**src/rtl/id_ex_register.sv**
```systemverilog
// ID/EX pipeline register: captures decoded control, operands and register indices for EX,
// with hold (stall), bubble insertion (flush) and a saturating bubble counter.
module id_ex_register #(
    parameter int unsigned XLEN  = 64,
    parameter int unsigned CNT_W = 32
) (
    input  logic             clk,
    input  logic             reset,
    input  logic             stall,
    input  logic             flush,

    input  logic             id_valid,
    input  logic [XLEN-1:0]  id_pc,
    input  logic [XLEN-1:0]  id_read_data1,
    input  logic [XLEN-1:0]  id_read_data2,
    input  logic [XLEN-1:0]  id_imm,
    input  logic [4:0]       id_rs1,
    input  logic [4:0]       id_rs2,
    input  logic [4:0]       id_rd,
    input  logic [2:0]       id_funct3,
    input  logic             id_bit30,
    input  logic [1:0]       id_ALU_op,
    input  logic             id_ALUSrc,
    input  logic             id_Branch,
    input  logic             id_MemRead,
    input  logic             id_MemWrite,
    input  logic             id_MemtoReg,
    input  logic             id_RegWrite,

    output logic             ex_valid,
    output logic [XLEN-1:0]  ex_pc,
    output logic [XLEN-1:0]  ex_read_data1,
    output logic [XLEN-1:0]  ex_read_data2,
    output logic [XLEN-1:0]  ex_imm,
    output logic [4:0]       ex_rs1,
    output logic [4:0]       ex_rs2,
    output logic [4:0]       ex_rd,
    output logic [2:0]       ex_funct3,
    output logic             ex_bit30,
    output logic [1:0]       ex_ALU_op,
    output logic             ex_ALUSrc,
    output logic             ex_Branch,
    output logic             ex_MemRead,
    output logic             ex_MemWrite,
    output logic             ex_MemtoReg,
    output logic             ex_RegWrite,

    output logic [CNT_W-1:0] bubble_count
);

    typedef struct packed {
        logic            valid;
        logic [XLEN-1:0] pc;
        logic [XLEN-1:0] read_data1;
        logic [XLEN-1:0] read_data2;
        logic [XLEN-1:0] imm;
        logic [4:0]      rs1;
        logic [4:0]      rs2;
        logic [4:0]      rd;
        logic [2:0]      funct3;
        logic            bit30;
        logic [1:0]      alu_op;
        logic            alu_src;
        logic            branch;
        logic            mem_read;
        logic            mem_write;
        logic            mem_to_reg;
        logic            reg_write;
    } stage_t;

    stage_t           id_stage;
    stage_t           stage_q, stage_d;
    logic [CNT_W-1:0] bubble_count_q, bubble_count_d;

    always_comb begin
        id_stage.valid      = id_valid;
        id_stage.pc         = id_pc;
        id_stage.read_data1 = id_read_data1;
        id_stage.read_data2 = id_read_data2;
        id_stage.imm        = id_imm;
        id_stage.rs1        = id_rs1;
        id_stage.rs2        = id_rs2;
        id_stage.rd         = id_rd;
        id_stage.funct3     = id_funct3;
        id_stage.bit30      = id_bit30;
        id_stage.alu_op     = id_ALU_op;
        id_stage.alu_src    = id_ALUSrc;
        id_stage.branch     = id_Branch;
        id_stage.mem_read   = id_MemRead;
        id_stage.mem_write  = id_MemWrite;
        id_stage.mem_to_reg = id_MemtoReg;
        id_stage.reg_write  = id_RegWrite;
    end

    // An all-zero stage is a NOP for EX (ALU_op 00, no control asserted), so a bubble is '0.
    always_comb begin
        stage_d        = stage_q;
        bubble_count_d = bubble_count_q;
        if (flush) begin
            stage_d = '0;
            if (!(&bubble_count_q)) begin
                bubble_count_d = bubble_count_q + CNT_W'(1);
            end
        end else if (!stall) begin
            stage_d = id_stage;
        end
    end

    always_ff @(posedge clk) begin
        if (reset) begin
            stage_q        <= '0;
            bubble_count_q <= '0;
        end else begin
            stage_q        <= stage_d;
            bubble_count_q <= bubble_count_d;
        end
    end

    assign ex_valid      = stage_q.valid;
    assign ex_pc         = stage_q.pc;
    assign ex_read_data1 = stage_q.read_data1;
    assign ex_read_data2 = stage_q.read_data2;
    assign ex_imm        = stage_q.imm;
    assign ex_rs1        = stage_q.rs1;
    assign ex_rs2        = stage_q.rs2;
    assign ex_rd         = stage_q.rd;
    assign ex_funct3     = stage_q.funct3;
    assign ex_bit30      = stage_q.bit30;
    assign ex_ALU_op     = stage_q.alu_op;
    assign ex_ALUSrc     = stage_q.alu_src;
    assign ex_Branch     = stage_q.branch;
    assign ex_MemRead    = stage_q.mem_read;
    assign ex_MemWrite   = stage_q.mem_write;
    assign ex_MemtoReg   = stage_q.mem_to_reg;
    assign ex_RegWrite   = stage_q.reg_write;
    assign bubble_count  = bubble_count_q;

endmodule
```
**config.mk**
```make
export PLATFORM = sky130hd
export DESIGN_NAME = id_ex_register
export DESIGN_NICKNAME = d
export VERILOG_FILES = /design/src/rtl/id_ex_register.sv
export SDC_FILE = /design/constraint.sdc
export NUM_CORES = 1
export LEC_CHECK = 0
export BUFFER_PORTS_ARGS = -buffer_cell sky130_fd_sc_hd__buf_2
export CORE_AREA = 2 2 238 240
export CTS_BUF_LIST = sky130_fd_sc_hd__clkbuf_8
export DETAILED_ROUTE_END_ITERATION = 12
export DIE_AREA = 0 0 240 242
export SLEW_MARGIN = 20
export SYNTH_ARGS = -nofsm -noshare
export SYNTH_HDL_FRONTEND = slang
export SYNTH_SLANG_ARGS = --single-unit
```
**constraint.sdc**
```tcl
create_clock -name clk -period 2 [get_ports clk]
set_clock_uncertainty 0.15 [all_clocks]
set_input_delay 0.2 -clock clk [delete_from_list [all_inputs] [get_ports clk]]
set_output_delay 0.2 -clock clk [all_outputs]
set_load 0.1 [all_outputs]
```
After elaboration in Yosys (flattened, before gate mapping)
Cells that the tools add are included.
{"block": "op_classes", "n_addsub": 1, "mul": 0, "div_mod_pow": 0, "order_cmp": 0, "n_eq_ne": 0, "n_shift": 0, "muxes": 0, "bitwise_logic": 1, "n_reduce_logical": 3}
{"operator": "adder 32 x 1 -> 32 bit (second input constant)", "n": 1}
{"operator": "AND reduction 32 bit", "n": 1}
{"operator": "AND reduction 2 bit", "n": 1}
{"operator": "OR reduction 2 bit", "n": 1}
{"operator": "NOT 1 bit", "n": 1}
{"block": "totals", "register_bits": 316, "latchBits": 0, "ram_bits": 0, "mem_bits_ro": 0, "input_bits": 288, "out_inout_bits": 316, "word_cells": 23, "memories": 0}

Longest topological paths before layout
Gate-level depths: netlist (run 1).
{"block": "logic_depth", "word_depth": 3, "mapped_depth": 7, "mapped_depth_nobuf": 6}

Worst setup path before layout (run 1)
OpenSTA, ideal clock, no wires.
{"block": "synth_timing", "path_type": "register to register", "startpoint": "register bubble_count_q[0] (netlist: bubble_count[0])", "endpoint": "register bubble_count_q[2] (netlist: bubble_count[2])", "setup_ns": 0.123, "arrival_time_ns": 2.718, "required_time_ns": 1.727, "path_slack_ns": -0.992, "path_stages_with_launch": 8, "synth_period_minus_slack_ns": 2.992, "path_cell_list": "dfxtp_1 > ha_1 > nand3_1 > or2_2 > or3_1 > buf_2 > nand3_2 > mux2_1"}
{"block": "synth_via", "elab_chain_cells": 3, "elab_cells_between_ends": 4}
{"element": "start: declaration", "line_no": "73", "rtl": "logic [CNT_W-1:0] bubble_count_q, bubble_count_d;"}
{"element": "start signal: assignment", "line_no": "115", "rtl": "bubble_count_q <= bubble_count_d;"}
{"element": "branches (longest 3 deep; another with adder 32 x 1 -> 32 bit)"}
Parallel ways; which one is timed is not known.
A chain may end at the register's enable or synchronous reset.

Worst setup path after layout (run 1)
{"block": "layout_timing", "startpoint": "register bubble_count_q[3] (netlist: bubble_count[3])", "endpoint": "register bubble_count_q[29] (netlist: bubble_count[29])"}
The elaborated chain is that of the path after synthesis.

==> results.yml, run 1 <==
critical_path:
  critPathLaunchType: "flop"
  critical_path_buf_inv_count: 0
  cp-end-kind: "flop"
  critical_path_class: "reg2reg"
  cpPeakStageDelay_ns: 0.42
  cp.arrival_ns: 2.44
  cp_top_family: "simple AND/OR/NAND/NOR gates"
  cp_slowest_cell: "or4_1"
  crit_fanout: 6
  path_cells: "nand4_1 -> or2_1 -> or3_4 -> or4_1 -> a21oi_1"
  worstPathRequired_ns: 2.38
  r2r_setup_slack_ns: -0.06
floorplan:
  fp.dieH_microns: 242
  rows: 87
  die_area_sq_um: 58100
  start_util_pct: 20.7
  io_pins: 604
  die_w_microns: 240
  coreArea_sq_um: 55700
synthesis:
  synth_edf_count: 0
  ys_seq_area_share_pct: 54.7
  ys_top_cells_by_area: "dfxtp_1, mux2i_1, nor2_1"
  ys_seq_elements: 316
  netlist_instances: 1120
  synth.most_common_cell: "dfxtp_1"
  synth_largest_area_cell: "dfxtp_1"
  synth_area_sq_um: 11600
  ys_warn_count: 0
  yosys-top-cells-count: "dfxtp_1, nor2_1, mux2i_1"
  syn_avg_cell_area_sq_um: 10.3
  synth_ff_type: "dfxtp_1"
  async_flop_share_pct: 0
  post_synth_num_cell_types: 44
  synth_top_area_share_pct: 54.7
  syn_nets: 1409
timing:
  slew_headroom_pct: 64.5
  setup_violations: 10
  min_period_ns: 2.06
  timing.final.crit_share_pct: 103
  tns_ns: -0.308
  maxSlewViolCount: 0
  tightest_slew_ns: 0.536
  finalHoldViolations: 0
  whs_ns: 0.104
  fin_ws_ns: -0.0563
  rsz0062_at_grt: "true"
  fmax_ghz: 0.486
final_layout:
  finish.net_count: 2414
  num-fill-cells: 5375
  syn2layout_area_growth_pct: 80.1
  stdcell_area_sq_um: 20800
  layout-drive-gt1-share_pct: 37.8
  final_cells: 2933
power_and_ir_drop:
  combPwrFrac_pct: 20.4
  intPower_mw: 10.9
  power_mw: 15.8
  leakage_nw: 10.4
  p_switching_mw: 4.97
  p_clk_share_pct: 38.2
  pwr-share-seq_pct: 41.4
  ir_worst_vdd_uv: 591
  p_per_area_nw_per_um2: 761
  swShare_pct: 31.4
job:
  max-cap-violations: 0
placement:
  dpl_cell_area_sq_um: 15900
  place_inst: 2464
  hpwlAfterDp_mm: 27.4
  gp_congestion: 0.815
  port_buffers: 603
global_route:
  grt_pass1_vias: 12921
  grt_max_degree: 61
  grt_antenna_before_repair: 5
  grt_use_total_pct: 14.4
  grt-ovfl-total: 0
  grt_pass1_wl_mm: 67.3
clock_network:
  clockBufferDepth: 3
  root_buffer: "clkbuf_8"
  cts_sinks: 316
  htreeDepth: 2
  worstSkewPairLatency_ns: 0.61
  cts_buffers: 55
  clk_pin_slew_worst_paths_ns: 0.07
  cts_tree: "done"
drt:
  wl_met3_mm: 2.83
  wire_per_inst_microns: 14.9
  vias: 12114
  drt_iter0_drc: 494
  drt_wl_total_mm: 43.8
  met2_length_mm: 22.7
  final_antenna_net_count: 0
  drtPass1Iterations: 4
  drc: 0
  vias_per_cell: 4.13
  dr.max_layer_used: "met4"
  wl_met1_mm: 16.3
run_status:
  violations: "setup timing"
  status: "complete, but fails checks"
worst_hold_path:
  worstHoldPathType: "in2reg"
==> logic make-up after synthesis <==
family | after synthesis | synth area share [%]
mux | 286 | 24.8
simple gates | 379 | 14.2
fa+ha+maj | 1 | 0.108
buf+inv | 78 | 2.62
xor+xnor | 9 | 0.682
compound gates | 51 | 2.91
flops | 316 | 54.7
==> layout by cell type, fill, tap and decap left out, types with 7 or more instances in the layout <==
cell type / Yosys / routed
nand4_1: 9 / 9
dlygate4sd3_1: 0 / 349
inv_1: 6 / 23
buf_2: 2 / 602
nand2_1: 13 / 12
clkinv_2: 0 / 10
mux2i_1: 285 / 285
xnor2_1: 7 / 7
nor2_1: 301 / 300
o31ai_1: 11 / 11
dfxtp_1: 316 / 284
buf_12: 0 / 10
buf_4: 2 / 54
clkbuf_8: 0 / 74
dfxtp_4: 0 / 30
or4_1: 11 / 10
nand3_1: 12 / 10
a21oi_1: 21 / 20
==> registers in the layout, indices dropped and copies added (netlist names), 2 cells and up <==
register and count:
bubble_count 32, ex_ALU_op 2, ex_funct3 3, ex_imm 64, ex_pc 64, ex_rd 5
ex_read_data1 64, ex_read_data2 64, ex_rs1 5, ex_rs2 5
==> path summary, 6_finish.rpt <==
path,startpoint,endpoint,depth (start not counted)
worst min register to register,bubble_count[16]$_SDFFE_PP0P_,bubble_count[16]$_SDFFE_PP0P_,1
worst min-delay path,stall,ex_pc[27]$_SDFFE_PP0N_,4
worst max-delay path,bubble_count[3]$_SDFFE_PP0P_,bubble_count[29]$_SDFFE_PP0P_,5
worst max register to register,bubble_count[3]$_SDFFE_PP0P_,bubble_count[29]$_SDFFE_PP0P_,5
==> worst register-to-register path, delay by kind of cell (launching register included) <==
kind             cells  cell delay (ns)
AO/OA/AOI/OAI        1             0.13
flip-flops           1             0.37
AND/OR/NAND/NOR      4             1.33
==> repair_timing <==
action                                  4_1_cts  5_1_grt
endpoints found under the hold margin       314        0
pin swaps                                     8       11
gates cloned                                  1        0
buffers inserted                              6        4
endpoints found under the setup margin       20       31
hold buffers                                349        0
gates resized for setup                      15       14
==> layer usage <==
| metal | up-vias | GRT usage (%) |
|---|---|---|
| li1 | 5850 | - |
| met1 | 5686 | 14.6 |
| met2 | 455 | 26.8 |
| met3 | 123 | 3.65 |
| met4 | 0 | 7.27 |
| met5 | - | 0 |
==> metrics by stage <==
step	worst slack, ns	util [%]
after floorplan	-0.372	-
after global placement	-0.0809	28.6
after detailed placement	-0.106	28.6
after CTS	-0.0642	37.2
after global routing	-0.150	37.3
final	-0.0563	37.3
==> final cells by class <==
| class | count | area (sq um) | share of cell area (%) |
|---|---|---|---|
| well taps | 756 | 946 | 4.55 |
| inverters | 6 | 22.5 | 0.108 |
| clock inverters | 30 | 143 | 0.685 |
| clock buffers | 74 | 1020 | 4.89 |
| diodes | 5 | 12.5 | 0.0601 |
| flip-flops and latches | 316 | 6440 | 31.0 |
| multi-input cells | 727 | 5060 | 24.3 |
| repair buffers | 1019 | 7160 | 34.4 |
==> power groups by stage <==
stage               registers [mW]  clock network (mW)  logic [mW]
floorplan                     8.06                   0       0.619
global placement              6.68                   0        2.65
detailed placement            6.69                   0        2.67
CTS                           6.56                6.28        3.19
global route                  6.58                6.59        3.36
finish                        6.56                6.05        3.23
No activity file was read; power rests on OpenSTA's default activity.
==> inputs of run 2 (changes only) <==
Settings changed: BUFFER_PORTS_ARGS -buffer_cell sky130_fd_sc_hd__buf_2 to unset, DONT_BUFFER_PORTS set to 1.
==> run 2 against run 1 <==
  * The flow now stops in clock tree synthesis
  * Synthesized area unchanged
  * Synthesized cell count unchanged
==> results.yml, run 2 <==
floorplan:
  start_util_pct: 20.7
  rows: 87
  io_pins: 604
  fp.dieH_microns: 242
  die_w_microns: 240
synthesis:
  syn_nets: 1409
  ys_seq_elements: 316
  synth_edf_count: 0
  synth_top_area_share_pct: 54.7
  post_synth_num_cell_types: 44
  async_flop_share_pct: 0
  ys_top_cells_by_area: "dfxtp_1, mux2i_1, nor2_1"
  syn_avg_cell_area_sq_um: 10.3
  synth_ff_type: "dfxtp_1"
  netlist_instances: 1120
  ys_warn_count: 0
  synth_area_sq_um: 11600
  yosys-top-cells-count: "dfxtp_1, nor2_1, mux2i_1"
  synth_largest_area_cell: "dfxtp_1"
  ys_seq_area_share_pct: 54.7
  synth.most_common_cell: "dfxtp_1"
clock_network:
  cts_hold_buf: 452
  post_cts_buffers: 0
  cts_resized: 6
  htreeDepth: 2
  cts_buffers: 53
  cts_sinks: 316
  clockBufferDepth: 3
  root_buffer: "clkbuf_8"
placement:
  hpwlAfterDp_mm: 25.5
  place_inst: 2158
  port_buffers: 0
  gp_congestion: 0.853
run_status:
  status: "did not finish"
  stop_stage: "clock tree synthesis"
  error_line: "[ERROR RSZ-0060] Max buffer count reached."
-- run 2: cell counts after synthesis --
No cell type changed its count.
-- run 2: logic make-up after synthesis --
kind of cell,count (synthesis),share of synthesized area (%)
mux,286,24.8
simple gates,379,14.2
flops,316,54.7
buf+inv,78,2.62
fa+ha+maj,1,0.108
compound gates,51,2.91
xor+xnor,9,0.682
-- run 2: stage by stage --
step	cell area (sq um)	hold slack [ns]	setup TNS, ns	worst slack (ns)	util (%)
2_1_floorplan	11700	0.194	-3.27	-0.372	-
3_3_place_gp	15100	0.116	-0.173	-0.0689	27.1
3_5_place_dp	15100	0.118	-0.267	-0.0741	27.1
==> inputs of run 3 (changes only) <==
Settings changed: CORE_AREA 2 2 238 240 to unset, CORE_UTILIZATION set to 20, CTS_BUF_LIST sky130_fd_sc_hd__clkbuf_8 to unset, DIE_AREA 0 0 240 242 to unset, PLACE_DENSITY_LB_ADDON set to 0.15.
Clock period 2 ns to 2.6 ns, I/O delays scaled along.
==> run 3 against run 2 <==
  * The flow again stops in clock tree synthesis
  * Synthesized area did not move
  * Synthesized cell count did not move
==> results.yml, run 3 <==
clock_network:
  cts_hold_buf: 441
  cts_resized: 0
  htreeDepth: 2
  cts_buffers: 38
  clockBufferDepth: 3
  root_buffer: "clkbuf_16"
  post_cts_buffers: 0
  cts_sinks: 316
synthesis:
  synth.area.mux_share_pct: 24.8
  ys_seq_area_share_pct: 54.7
  ys_warn_count: 0
  synth_largest_area_cell: "dfxtp_1"
  synth_xor_xnor_area_share_pct: 0.682
  synth_fa_ha_area_share_pct: 0.108
  synth-compound-area-share_pct: 2.91
  synth-simple-area-share_pct: 14.2
  syn_avg_cell_area_sq_um: 10.3
  async_flop_share_pct: 0
  synth.most_common_cell: "dfxtp_1"
  syn_nets: 1409
  synth_top_family_by_area: "multiplexers"
  post_synth_num_cell_types: 44
  ys_top_cells_by_area: "dfxtp_1, mux2i_1, nor2_1"
  synth_ff_type: "dfxtp_1"
  yosys-top-cells-count: "dfxtp_1, nor2_1, mux2i_1"
  synth_edf_count: 0
  ys_seq_elements: 316
  synth_area_sq_um: 11600
  synth_top_area_share_pct: 54.7
  netlist_instances: 1120
floorplan:
  start_util_pct: 20.4
  die_w_microns: 242
  io_pins: 604
  fp.dieH_microns: 242
  rows: 87
run_status:
  error_line: "[ERROR RSZ-0060] Max buffer count reached."
  status: "did not finish"
  stop_stage: "clock tree synthesis"
placement:
  dpl_cell_area_sq_um: 14800
  hpwlAfterDp_mm: 28.2
  port_buffers: 0
  gp_congestion: 0.776
  place_ws_ns: 0.332
## run 3: cell counts after synthesis
Identical to the previous run, type by type.
## run 3: through the flow
stage	std cells	hold WS [ns]
2_1_floorplan	1120	0.254
3_3_place_gp	2137	0.180
3_5_place_dp	2137	0.181
## run 3: kinds of logic after synthesis
group | Yosys count
simple gates | 379
compound gates | 51
mux | 286
flops | 316
xor+xnor | 9
buf+inv | 78
fa+ha+maj | 1
